## src/rtl/spi_txc_pkg.sv

```systemverilog
// rtl/spi_txc_pkg.sv - shared frame formats, widths and state encoding for spi_txc
package spi_txc_pkg;

    localparam logic [1:0] DF_8  = 2'b00;
    localparam logic [1:0] DF_16 = 2'b01;
    localparam logic [1:0] DF_32 = 2'b10;

    localparam int FW_8  = 8;
    localparam int FW_16 = 16;
    localparam int FW_32 = 32;

    typedef enum logic [1:0] {
        ST_IDLE = 2'b00,
        ST_DATA = 2'b01,
        ST_CRC  = 2'b10
    } state_t;

    // Reserved df=11 falls back to 8-bit frames.
    function automatic logic [4:0] frame_msb(input logic [1:0] df);
        case (df)
            DF_16:   frame_msb = 5'(FW_16 - 1);
            DF_32:   frame_msb = 5'(FW_32 - 1);
            DF_8:    frame_msb = 5'(FW_8 - 1);
            default: frame_msb = 5'(FW_8 - 1);
        endcase
    endfunction

    function automatic logic [31:0] frame_mask(input logic [1:0] df);
        case (df)
            DF_16:   frame_mask = 32'h0000_FFFF;
            DF_32:   frame_mask = 32'hFFFF_FFFF;
            default: frame_mask = 32'h0000_00FF;
        endcase
    endfunction

endpackage

```

## src/rtl/spi_txc_crc.sv

```systemverilog
// rtl/spi_txc_crc.sv - bit-serial CRC LFSR, width follows the frame format
module spi_txc_crc
    import spi_txc_pkg::*;
(
    input  logic        clk,
    input  logic        rst_n,
    input  logic        clr,
    input  logic        en,
    input  logic        bit_in,
    input  logic [1:0]  df,
    input  logic [31:0] poly,
    output logic [31:0] crc,
    output logic [31:0] crc_nxt
);

    logic        fb;
    logic [31:0] mask;

    assign mask    = frame_mask(df);
    assign fb      = crc[frame_msb(df)] ^ bit_in;
    // Exposed so the CRC frame can be loaded on the same edge as the final data bit.
    assign crc_nxt = ((crc << 1) ^ (fb ? poly : 32'd0)) & mask;

    always_ff @(posedge clk or negedge rst_n) begin
        if (!rst_n) begin
            crc <= '0;
        end else if (clr) begin
            crc <= '0;
        end else if (en) begin
            crc <= crc_nxt;
        end
    end

endmodule

```

## src/rtl/spi_txc.sv

```systemverilog
// rtl/spi_txc.sv - SPI transmit controller; CRC frame generation present only with SPI_TXC_CRC_EN
module spi_txc
    import spi_txc_pkg::*;
(
    input  logic        sclk_tx,
    input  logic        spi_tx_rstn,
    input  logic [31:0] spi_tx_data,
    input  logic [1:0]  df,
    input  logic [12:0] spi_tnum,
    input  logic        lsbf,
    input  logic        crc_en,
    input  logic        txe,
    input  logic        rxonly,
    input  logic [31:0] crc_poly,
    output logic [31:0] crc_data_out,
    output logic        tx_start,
    output logic        tx_num_max_en,
    output logic        shift_out
);

    state_t      state, state_nxt;
    logic [1:0]  df_q;
    logic [12:0] tnum_q;
    logic        lsbf_q;
    logic [31:0] sreg;
    logic [4:0]  bit_cnt;
    logic [12:0] frame_cnt;
    logic        run, start, last_bit, last_frame, crc_go;
    logic [4:0]  msb;
    logic [31:0] sreg_shift, crc_nxt;

    assign run        = txe & ~rxonly;
    assign msb        = frame_msb(df_q);
    assign last_bit   = (bit_cnt == 5'd0);
    assign last_frame = (frame_cnt == tnum_q);
    assign sreg_shift = lsbf_q ? (sreg >> 1) : (sreg << 1);

`ifdef SPI_TXC_CRC_EN
    logic        crc_en_q;
    logic [31:0] poly_q;
    logic [31:0] crc;

    always_ff @(posedge sclk_tx or negedge spi_tx_rstn) begin
        if (!spi_tx_rstn) begin
            crc_en_q <= 1'b0;
            poly_q   <= '0;
        end else if (start) begin
            crc_en_q <= crc_en;
            poly_q   <= crc_poly;
        end
    end

    spi_txc_crc u_crc (
        .clk     (sclk_tx),
        .rst_n   (spi_tx_rstn),
        .clr     (start),
        .en      ((state == ST_DATA) && run),
        .bit_in  (shift_out),
        .df      (df_q),
        .poly    (poly_q),
        .crc     (crc),
        .crc_nxt (crc_nxt)
    );

    assign crc_go       = crc_en_q;
    assign crc_data_out = crc;
`else
    logic unused_crc;

    assign unused_crc   = ^{crc_en, crc_poly};
    assign crc_go       = 1'b0;
    assign crc_nxt      = '0;
    assign crc_data_out = '0;
`endif

    always_ff @(posedge sclk_tx or negedge spi_tx_rstn) begin
        if (!spi_tx_rstn) begin
            state <= ST_IDLE;
        end else begin
            state <= state_nxt;
        end
    end

    always_comb begin
        state_nxt     = state;
        start         = 1'b0;
        shift_out     = 1'b0;
        tx_num_max_en = 1'b0;
        unique case (state)
            ST_IDLE: begin
                if (run) begin
                    state_nxt = ST_DATA;
                    start     = 1'b1;
                end
            end
            ST_DATA: begin
                shift_out     = lsbf_q ? sreg[0] : sreg[msb];
                tx_num_max_en = last_frame;
                if (!run) begin
                    state_nxt = ST_IDLE;
                end else if (last_bit && last_frame) begin
                    state_nxt = crc_go ? ST_CRC : ST_IDLE;
                end
            end
            ST_CRC: begin
                shift_out = lsbf_q ? sreg[0] : sreg[msb];
                if (!run || last_bit) begin
                    state_nxt = ST_IDLE;
                end
            end
            default: state_nxt = ST_IDLE;
        endcase
    end

    // Burst configuration is latched at start so mid-burst input changes have no effect.
    always_ff @(posedge sclk_tx or negedge spi_tx_rstn) begin
        if (!spi_tx_rstn) begin
            df_q      <= DF_8;
            tnum_q    <= '0;
            lsbf_q    <= 1'b0;
            sreg      <= '0;
            bit_cnt   <= '0;
            frame_cnt <= '0;
            tx_start  <= 1'b0;
        end else begin
            tx_start <= start;
            if (start) begin
                df_q      <= df;
                tnum_q    <= spi_tnum;
                lsbf_q    <= lsbf;
                sreg      <= spi_tx_data;
                bit_cnt   <= frame_msb(df);
                frame_cnt <= '0;
            end else if (run && (state != ST_IDLE)) begin
                if (!last_bit) begin
                    sreg    <= sreg_shift;
                    bit_cnt <= bit_cnt - 5'd1;
                end else if ((state == ST_DATA) && !last_frame) begin
                    frame_cnt <= frame_cnt + 13'd1;
                    sreg      <= spi_tx_data;
                    bit_cnt   <= msb;
                end else if ((state == ST_DATA) && crc_go) begin
                    sreg    <= crc_nxt;
                    bit_cnt <= msb;
                end
            end
        end
    end

endmodule

```

## config.mk

```make
export PLATFORM = sky130hd
export DESIGN_NAME = spi_txc
export DESIGN_NICKNAME = d
export VERILOG_FILES = /design/src/rtl/spi_txc_pkg.sv /design/src/rtl/spi_txc_crc.sv /design/src/rtl/spi_txc.sv
export SDC_FILE = /design/constraint.sdc
export NUM_CORES = 1
export LEC_CHECK = 0
export ABC_AREA = 1
export CORE_MARGIN = 4
export CORE_UTILIZATION = 45
export DETAILED_ROUTE_END_ITERATION = 16
export GPL_TIMING_DRIVEN = 0
export PLACE_DENSITY_LB_ADDON = 0.2
export SLEW_MARGIN = 40
export SYNTH_ARGS = -nofsm -noshare
export SYNTH_HDL_FRONTEND = slang
export SYNTH_SLANG_ARGS = --single-unit
```

## constraint.sdc

```tcl
create_clock -name sclk_tx -period 1.6 [get_ports sclk_tx]
set_clock_uncertainty 0.1 [all_clocks]
set_input_delay 0.32 -clock sclk_tx [delete_from_list [all_inputs] [get_ports sclk_tx]]
set_output_delay 0.32 -clock sclk_tx [all_outputs]
set_load 0.1 [all_outputs]
```

==> metrics.yaml <==
outcome:
  status: "finished with violations"
  violations: "negative setup slack"
pwr:
  swShare_pct: 38.9
  powerDensity_nw_per_um2: 1000
  power.switching_mw: 2.61
  power_frac_seq_pct: 36.2
  clkPwrFrac_pct: 23.9
  total_power_mw: 6.71
  p_leak_nw: 3.33
  ir_drop_mv: 0.618
  combPwrFrac_pct: 39.8
  internal_power_mw: 4.10
sta:
  fmax_mhz: 440
  hold_viol: 0
  final_max_slew_viol_count: 0
  tns_ps: -20640
  rsz0062_at_grt: "yes"
  fin_ws_ps: -671
  setup_viol: 53
  hold_slack_ps: 327
  layout_min_cycle_time_ps: 2270
  finalCritPeriodShare_pct: 142
worst_setup_path:
  worstRegToRegCells: 14
  start_kind: "flop"
  worstReg2RegEnd: "sreg[21]"
  cp-end-kind: "output pin"
  reg2reg_slack_ps: -490
  path_max_fanout: 5
  critPathLaunch: "df_q[1]"
  cp.required_ps: 1180
  worstSetupPathType: "flop to output pin"
  r2r-start: "frame_cnt[0]"
  critPathArrivalTime_ps: 1850
placement:
  placed_cells: 835
  dp_hpwl_um: 8070
  place_area_um2: 5390
  place_ws_ps: -600
  gp_congestion: 0.867
  portBuffers: 54
die:
  die_x_um: 108
  initial_core_util_pct: 46.1
  placementRows: 36
  core_um2: 9730
  dieArea_um2: 11600
  die_y_um: 108
  boundaryPins: 120
clocking:
  cts_buffers: 9
  cts_tree: "yes"
  root_buffer: "clkbuf_8"
  clk_path_buf_depth: 2
  clk_latency_ps: 350
  cts_htree_levels: 3
  clk_pin_slew_worst_paths_ps: 80
  clock_sinks: 68
route:
  route.detailed.drc: 0
  post_drt_wl_per_cell_um: 15.2
  ant_nets: 0
  firstDrtPassIters: 5
  vias: 4603
  vias_per_cell: 5.08
  initialDrtViolationCount: 292
  wl_um: 13700
global_route:
  grt_usage_pct: 22.5
  grt_pass1_wl_um: 20700
  grt_max_degree: 36
  grt_overflow: 0
  antenna_found_initial: 0
  grt_pass1_vias: 4208
logic_synthesis:
  synth-seq-cells: 68
  yosysSeqAreaShare_pct: 38.0
  yosys_warnings: 0
  ys_types: 35
  syn_inst: 616
  syn-mean-instance-area_um2: 7.27
  synth_area_um2: 4480
cells_and_area:
  areaGrowthSynthToFinish_pct: 49.1
  nNetsFinal: 857
  layoutNonFillerInstCount: 906
  drive_above_1_share_pct: 33.9
  final_area_um2: 6680
  post-route-util_pct: 68.7
  diodes: 0
min_path:
  min_path_type: "input pin to asynchronous set/reset pin"
run:
  drv_cap: 0
worst max-delay path, stage by stage (launching register included):
cell and delay [ps]:
dfrtp_1 410, ha_4 320, nor2_2 50, a211oi_2 170, nor3_2 80, a211oi_4 250, buf_12 220
cell families after synthesis:
| logic type | share of synthesized area, % |
|---|---|
| AOI/OAI and AO/OA | 8.18 |
| and+or+nand+nor | 37.1 |
| buffers and inverters | 13.8 |
| xor gates and xnor gates | 1.76 |
| adders and majority gates | 1.12 |
| other | 0.0837 |
| DFF | 38.0 |
layout by cell type, fill, tap and decap left out, drive strengths merged:
master and n:
nand2 249, buf 111, nand3 79, dfrtp 68, clkdlybuf4s50 50, inv 43
conb 32, o21ai 27, nor2 25, o21a 23, clkbuf 23, xor2 6
nand4 6, nor3 5, a21oi 5, ha 4, xnor2 3, clkinv 3
nand3b 2, bufinv 2, a211oi 2, a31oi 1, o2111ai 1, nor3b 1
or2 1, dlygate4sd3 1
how the worst max path moves through the flow:
stage / depth (start not counted) / endpoint
global route: 6 / shift_out
finish: 6 / shift_out
detailed placement: 11 / sreg[25]
CTS: 6 / shift_out
floorplan: 5 / shift_out
global placement: 1 / sreg[18]
metal layers:
metal | share of wire (%) | wire length (µm) | global-route usage, %
met5 | 0 | 0 | 0
met4 | 2.3 | 322 | 8.12
met3 | 6.7 | 924 | 4.14
met2 | 50 | 6810 | 36.5
met1 | 41 | 5680 | 30.0
power groups by stage:
stage,clock network (mW),logic (mW),registers (mW)
5_1_grt,1.69,2.91,2.47
2_1_floorplan,0,1.76,2.30
6_report,1.61,2.67,2.43
3_3_place_gp,0,2.17,2.35
4_1_cts,1.61,2.44,2.37
3_5_place_dp,0,2.22,2.36
flip-flops by register name, indices dropped and copies added (netlist names):
signal and count:
bit_cnt 5, df_q 2, frame_cnt 13, lsbf_q 1, sreg 32, state 1
tnum_q 13, tx_start 1
cells in the mapped netlist, drive strengths merged:
master	count	area [µm²]
a211oi	2	15.0
a21oi	5	25.0
a31oi	1	6.26
buf	54	418
clkbuf	10	37.5
conb	1	3.75
dfrtp	68	1700
ha	4	50.1
inv	43	161
nand2	249	960
nand3	79	485
nand3b	2	15.0
nand4	6	52.6
nor2	25	111
nor3	5	25.0
nor3b	1	7.51
o2111ai	1	8.76
o21a	23	173
o21ai	27	139
or2	1	6.26
xnor2	3	26.3
xor2	6	52.6
cell type report:
class | count | area [µm²]
Fill cell | 776 | 3050
Multi-Input combinational cell | 472 | 2670
Sequential cell | 68 | 1700
Timing Repair Buffer | 113 | 1250
Buffer | 61 | 502
Inverter | 43 | 169
Tap cell | 133 | 166
Clock buffer | 11 | 141
Clock inverter | 5 | 75.1
timing repair:
action	in CTS	in global routing
hold buffers	1	0
pin swaps	25	31
cloned	9	1
resized for setup	95	78
endpoints found under the setup margin	69	69
setup buffers	32	26
hold endpoints to repair	34	0
(Power assumes the default switching activity.)
